<file path="src/rtl/pipe_stage_buf.sv">
// Elastic pipeline-stage register: two-entry skid buffer with valid/ready handshake,
// registered in_ready/out_valid/out_data and a synchronous flush that inserts a bubble.
module pipe_stage_buf #(
   parameter int               WIDTH  = 82,
   parameter logic [WIDTH-1:0] BUBBLE = {WIDTH{1'b0}}
) (
   input  logic             clk,
   input  logic             rst_n,
   input  logic             in_valid,
   output logic             in_ready,
   input  logic [WIDTH-1:0] in_data,
   input  logic             flush,
   output logic             out_valid,
   input  logic             out_ready,
   output logic [WIDTH-1:0] out_data,
   output logic [1:0]       occupancy
);

   typedef enum logic [1:0] {
      ST_EMPTY = 2'd0,
      ST_ONE   = 2'd1,
      ST_FULL  = 2'd2
   } state_t;

   state_t           state_r;
   state_t           state_nxt_s;
   logic [WIDTH-1:0] main_data_r;
   logic [WIDTH-1:0] main_data_nxt_s;
   logic [WIDTH-1:0] skid_data_r;
   logic [WIDTH-1:0] skid_data_nxt_s;
   logic             main_valid_r;
   logic             skid_valid_r;
   logic             in_ready_r;
   logic             push_s;
   logic             pop_s;

   assign push_s = in_valid & in_ready_r;
   assign pop_s  = main_valid_r & out_ready;

   // Next-state and next-payload selection; flush overrides every transfer.
   always_comb begin
      state_nxt_s     = state_r;
      main_data_nxt_s = main_data_r;
      skid_data_nxt_s = skid_data_r;
      if (flush) begin
         state_nxt_s     = ST_EMPTY;
         main_data_nxt_s = BUBBLE;
      end else begin
         case (state_r)
            ST_EMPTY: begin
               if (push_s) begin
                  main_data_nxt_s = in_data;
                  state_nxt_s     = ST_ONE;
               end else begin
                  state_nxt_s = ST_EMPTY;
               end
            end
            ST_ONE: begin
               if (push_s && pop_s) begin
                  main_data_nxt_s = in_data;
                  state_nxt_s     = ST_ONE;
               end else if (push_s) begin
                  skid_data_nxt_s = in_data;
                  state_nxt_s     = ST_FULL;
               end else if (pop_s) begin
                  // main_data keeps the consumed value while invalid
                  state_nxt_s = ST_EMPTY;
               end else begin
                  state_nxt_s = ST_ONE;
               end
            end
            ST_FULL: begin
               if (pop_s) begin
                  main_data_nxt_s = skid_data_r;
                  state_nxt_s     = ST_ONE;
               end else begin
                  state_nxt_s = ST_FULL;
               end
            end
            default: begin
               state_nxt_s     = ST_EMPTY;
               main_data_nxt_s = BUBBLE;
            end
         endcase
      end
   end

   // State, payload and handshake registers; flags derive from next state so they stay registered.
   always_ff @(posedge clk or negedge rst_n) begin
      if (!rst_n) begin
         state_r      <= ST_EMPTY;
         main_data_r  <= BUBBLE;
         skid_data_r  <= BUBBLE;
         main_valid_r <= 1'b0;
         skid_valid_r <= 1'b0;
         in_ready_r   <= 1'b1;
      end else begin
         state_r      <= state_nxt_s;
         main_data_r  <= main_data_nxt_s;
         skid_data_r  <= skid_data_nxt_s;
         main_valid_r <= (state_nxt_s != ST_EMPTY);
         skid_valid_r <= (state_nxt_s == ST_FULL);
         in_ready_r   <= (state_nxt_s != ST_FULL);
      end
   end

   assign in_ready  = in_ready_r;
   assign out_valid = main_valid_r;
   assign out_data  = main_data_r;
   assign occupancy = {1'b0, main_valid_r} + {1'b0, skid_valid_r};

endmodule
</file>
<file path="config.mk">
export PLATFORM = sky130hd
export DESIGN_NAME = pipe_stage_buf
export DESIGN_NICKNAME = d
export VERILOG_FILES = /design/src/rtl/pipe_stage_buf.sv
export SDC_FILE = /design/constraint.sdc
export NUM_CORES = 1
export LEC_CHECK = 0
export BUFFER_PORTS_ARGS = -buffer_cell sky130_fd_sc_hd__clkbuf_2
export CAP_MARGIN = 10
export CORE_ASPECT_RATIO = 0.8
export CORE_MARGIN = 5
export CORE_UTILIZATION = 30
export DETAILED_ROUTE_END_ITERATION = 6
export PLACE_DENSITY_LB_ADDON = 0.15
export SETUP_SLACK_MARGIN = 0.05
export SLEW_MARGIN = 20
export SYNTH_ARGS = -nofsm -noshare
export SYNTH_HDL_FRONTEND = slang
export SYNTH_SLANG_ARGS = --single-unit
</file>
<file path="constraint.sdc">
create_clock -name clk -period 2.1 [get_ports clk]
set_input_delay 0.21 -clock clk [delete_from_list [all_inputs] [get_ports clk]]
set_output_delay 0.21 -clock clk [all_outputs]
set_load 0.02 [all_outputs]
</file>
==> impl_metrics.prom <==
# TYPE chip_impl_metric gauge
chip_impl_metric{name="rows",unit=""} 56
chip_impl_metric{name="cts_num_sinks",unit=""} 169
chip_impl_metric{name="maxClockFrequency",unit="MHz"} 513
chip_impl_metric{name="synthCells",unit=""} 744
chip_impl_metric{name="cp.required",unit="ps"} 2400
chip_impl_metric{name="antenna_left",unit=""} 0
chip_impl_metric{name="worst-endpoint-arrival",unit="ps"} 2250
chip_impl_metric{name="synth_compound_gate_area_share",unit="%"} 5.38
chip_impl_metric{name="finalCritPeriodShare",unit="%"} 92.8
chip_impl_metric{name="hpwl_dp",unit="um"} 13500
chip_impl_metric{name="clockPowerShare",unit="%"} 29.3
chip_impl_metric{name="core_area",unit="um^2"} 29400
chip_impl_info{name="critical_path.slowest_cell",value="sky130_fd_sc_hd__or3_4"} 1
chip_impl_metric{name="cts.repair.resized",unit=""} 0
chip_impl_metric{name="maxCapViolations",unit=""} 0
chip_impl_metric{name="synth_mux_area_share",unit="%"} 24.1
chip_impl_metric{name="p_leak",unit="nW"} 5.20
chip_impl_metric{name="synth.top_cell.area_share",unit="%"} 46.9
chip_impl_metric{name="cts_inserted_buffers",unit=""} 17
chip_impl_metric{name="max-clock-path-buffers",unit=""} 2
chip_impl_metric{name="post_synth_and_or_nand_nor_area_fraction",unit="%"} 18.8
chip_impl_info{name="yosys.area.top_type",value="sky130_fd_sc_hd__dfrtp_1"} 1
chip_impl_metric{name="switching_share",unit="%"} 28.4
chip_impl_metric{name="placed_cell_area",unit="um^2"} 10200
chip_impl_metric{name="drive_gt1_share",unit="%"} 43.1
chip_impl_metric{name="insertedDiodeCount",unit=""} 0
chip_impl_metric{name="boundaryPins",unit=""} 173
chip_impl_info{name="critical_path.cell_chain",value="a21bo_1 > or3_4 > buf_12 > mux2_4"} 1
chip_impl_info{name="rsz_0062_raised_after_global_routing",value="no"} 1
chip_impl_metric{name="synthesis.area",unit="um^2"} 8970
chip_impl_metric{name="antenna_found_initial",unit=""} 0
chip_impl_metric{name="first_global_vias",unit=""} 6196
chip_impl_metric{name="die-width",unit="um"} 203
chip_impl_metric{name="layout.cell_area.non_filler",unit="um^2"} 10700
chip_impl_metric{name="totalNegativeSetupSlack",unit="ps"} 0
chip_impl_metric{name="clk_transition_reported_paths",unit="ps"} 70
chip_impl_metric{name="finalWeightedCongestion",unit=""} 0.685
chip_impl_metric{name="irDropWorstVdd",unit="uV"} 543
chip_impl_metric{name="vias_per_cell",unit=""} 4.56
chip_impl_metric{name="area_share_of_xor_xnor_cells_in_the_synthesized_design",unit="%"} 0
chip_impl_info{name="clock_tree.root_cell",value="sky130_fd_sc_hd__clkbuf_16"} 1
chip_impl_info{name="yosys_most_used_dff",value="sky130_fd_sc_hd__dfrtp_1"} 1
chip_impl_metric{name="minimum_clock_period",unit="ps"} 1950
chip_impl_metric{name="port-buffer-count",unit=""} 172
chip_impl_metric{name="detail_route.first_pass.iterations",unit=""} 4
chip_impl_info{name="synth_common_cells",value="sky130_fd_sc_hd__dfrtp_1 (168), sky130_fd_sc_hd__mux2_2 (85), sky130_fd_sc_hd__a21oi_1 (83), sky130_fd_sc_hd__nand2b_1 (83)"} 1
chip_impl_info{name="largest_family_of_logic_cells_by_synthesized_area",value="multiplexers"} 1
chip_impl_metric{name="max-slew-margin-rel",unit="%"} 43.3
chip_impl_metric{name="totalPowerFinal",unit="W"} 0.0109
chip_impl_metric{name="dr.first_iter.drc_count",unit=""} 341
chip_impl_metric{name="final_hold_viol_count",unit=""} 0
chip_impl_info{name="tritoncts",value="yes"} 1
chip_impl_info{name="crit_path_end_kind",value="flop"} 1
chip_impl_metric{name="worst-slew-pin-transition",unit="ps"} 850
chip_impl_metric{name="timing.critical_path.fanout_max",unit=""} 34
chip_impl_metric{name="postCtsSetupRepairBufs",unit=""} 0
chip_impl_metric{name="grt_first_pass_wirelength",unit="um"} 36000
chip_impl_metric{name="setup_violations",unit=""} 0
chip_impl_metric{name="globalRoute.totalOverflow",unit=""} 0
chip_impl_metric{name="syn_area_per_cell",unit="um^2"} 12.1
chip_impl_metric{name="post-route-drc-count",unit=""} 0
chip_impl_metric{name="syn-num-nets",unit=""} 832
chip_impl_metric{name="dieArea",unit="um^2"} 33500
chip_impl_info{name="outcome",value="finished, final reports clean"} 1
chip_impl_metric{name="final_nets",unit=""} 976
chip_impl_metric{name="clock_skew",unit="ps"} 12.7
chip_impl_info{name="worst_hold_path_type",value="input pin to flop"} 1
chip_impl_metric{name="postCtsHoldBufs",unit=""} 1
chip_impl_metric{name="report.final.slew_viol_count",unit=""} 0
chip_impl_metric{name="dp.cells",unit=""} 1245
chip_impl_metric{name="synth_warnings",unit=""} 0
chip_impl_metric{name="floorplan.initialDensity",unit="%"} 30.5
chip_impl_metric{name="grt_util_all_layers",unit="%"} 13.6
chip_impl_info{name="critical_path_class",value="flop to flop"} 1
chip_impl_metric{name="synth-edff-count",unit=""} 0
chip_impl_metric{name="synth.distinct_cells",unit=""} 26
chip_impl_metric{name="routedWlPerCell",unit="um"} 17.6
chip_impl_metric{name="net-switching-power",unit="W"} 0.00310
chip_impl_metric{name="flop_pwr_share",unit="%"} 43.9
chip_impl_info{name="start_kind",value="flop"} 1
chip_impl_metric{name="synthArstFlopShare",unit="%"} 100
chip_impl_metric{name="number_of_non_filler_instances_in_the_completed_layout",unit=""} 1278
chip_impl_info{name="netlist_top_cells_area",value="sky130_fd_sc_hd__dfrtp_1 (47%), sky130_fd_sc_hd__mux2_4 (13%), sky130_fd_sc_hd__mux2_2 (11%)"} 1
chip_impl_metric{name="yosys.area_share.adder",unit="%"} 0.139
chip_impl_metric{name="intPower",unit="W"} 0.00781
chip_impl_metric{name="ff2ff_setup_slack",unit="ps"} 150
chip_impl_metric{name="synth_seq_area_share",unit="%"} 47.2
chip_impl_metric{name="clock_latency_of_the_later_clocked_register_in_the_worst_skew_pair",unit="ps"} 420
chip_impl_info{name="yosys.cell_count.top_type",value="sky130_fd_sc_hd__dfrtp_1"} 1
chip_impl_metric{name="floorplan.die.height",unit="um"} 165
chip_impl_metric{name="comb_power_share",unit="%"} 26.8
chip_impl_metric{name="p_per_area",unit="nW/um^2"} 1020
chip_impl_metric{name="route.final.wire_length",unit="um"} 22500
chip_impl_metric{name="vias",unit=""} 5829
chip_impl_metric{name="yosys_register_bits",unit=""} 169
chip_impl_metric{name="crit_path_max_incr_delay",unit="ps"} 490
chip_impl_metric{name="utilization",unit="%"} 36.5
chip_impl_metric{name="grt_start_max_net_pins",unit=""} 170
chip_impl_metric{name="area_growth",unit="%"} 19.8
chip_impl_metric{name="htreeDepth",unit=""} 4
## layout by cell type, fill, tap and decap left out, types with 2 or more instances in the layout
| cell type | instances |
|---|---|
| sky130_fd_sc_hd__a21oi_1 | 83 |
| sky130_fd_sc_hd__dfrtp_1 | 166 |
| sky130_fd_sc_hd__mux2_2 | 85 |
| sky130_fd_sc_hd__buf_4 | 8 |
| sky130_fd_sc_hd__nand2b_1 | 83 |
| sky130_fd_sc_hd__clkinv_2 | 2 |
| sky130_fd_sc_hd__buf_6 | 2 |
| sky130_fd_sc_hd__buf_12 | 8 |
| sky130_fd_sc_hd__clkbuf_16 | 17 |
| sky130_fd_sc_hd__nand2_1 | 2 |
| sky130_fd_sc_hd__nand3b_1 | 82 |
| sky130_fd_sc_hd__bufinv_16 | 2 |
| sky130_fd_sc_hd__clkbuf_2 | 170 |
| sky130_fd_sc_hd__nor2b_1 | 82 |
| sky130_fd_sc_hd__clkinvlp_4 | 4 |
| sky130_fd_sc_hd__mux2_4 | 80 |
| sky130_fd_sc_hd__inv_6 | 2 |
| sky130_fd_sc_hd__a221oi_1 | 3 |
| sky130_fd_sc_hd__clkbuf_8 | 2 |
| sky130_fd_sc_hd__clkbuf_1 | 3 |
## power by group through the flow
stage / registers (W) / logic, W / clock network [W]
2_1_floorplan: 0.00491 / 0.00205 / 0
3_3_place_gp: 0.00484 / 0.00292 / 0
3_5_place_dp: 0.00480 / 0.00300 / 0
4_1_cts: 0.00478 / 0.00299 / 0.00334
5_1_grt: 0.00492 / 0.00318 / 0.00346
6_report: 0.00479 / 0.00293 / 0.00319
## worst max-delay path, delay by kind of cell, from the launching register on
family,cells,cell delay (ps)
compound gates,1,270
buf+inv,1,220
flops,1,460
mux,1,340
simple gates,1,490
## final timing paths
check / cells past startpoint / startpoint / to
worst max-delay path: 4 / out_valid / skid_data_r[17]
worst min-delay path: 2 / in_data[55] / skid_data_r[55]
worst max register to register: 4 / out_valid / skid_data_r[17]
worst min register to register: 1 / skid_data_r[29] / skid_data_r[29]
max in group asynchronous: 3 / rst_n / skid_data_r[32]
min in group asynchronous: 2 / rst_n / out_data[14]
## metal layers
metal	share of wire, %	track usage [%]	up-vias
li1	-	-	2850
met1	50	19.3	2879
met2	45	21.3	87
met3	3.7	3.26	13
met4	0.81	3.22	0
met5	0	0	-
## state kept, by name, summed over array words and instances, names as in the netlist
signal and flops:
out_data 82, skid_valid_r 1, skid_data_r 82, in_ready 1, out_valid 1, state_r 2
## per-stage QoR
| step | hold WS [ps] | worst slack [ps] |
|---|---|---|
| global route | 8.21 | 93.8 |
| finish | 35.3 | 150 |
| detailed placement | 236 | 182 |
| CTS | 4.88 | 166 |
| global placement | 243 | 195 |
| floorplan | -85.6 | 262 |
## cell families (layout without fill, tap and decap cells)
logic type                 Yosys count  in the layout
AOI/OAI and AO/OA                   91             91
adders and majority gates            1              1
buffers and inverters               65            222
DFF                                169            169
muxes                              165            165
and+or+nand+nor                    253            253
## layout make-up
cell class,instances,area [um^2]
sequential,169,4240
clock buffer,22,464
timing repair buffer,189,1100
tap,377,472
clock inverter,10,118
multi-input combinational,510,4350
fill,2963,18700
inverter,1,3.75
Note: power is estimated with default switching activity, not from simulation.
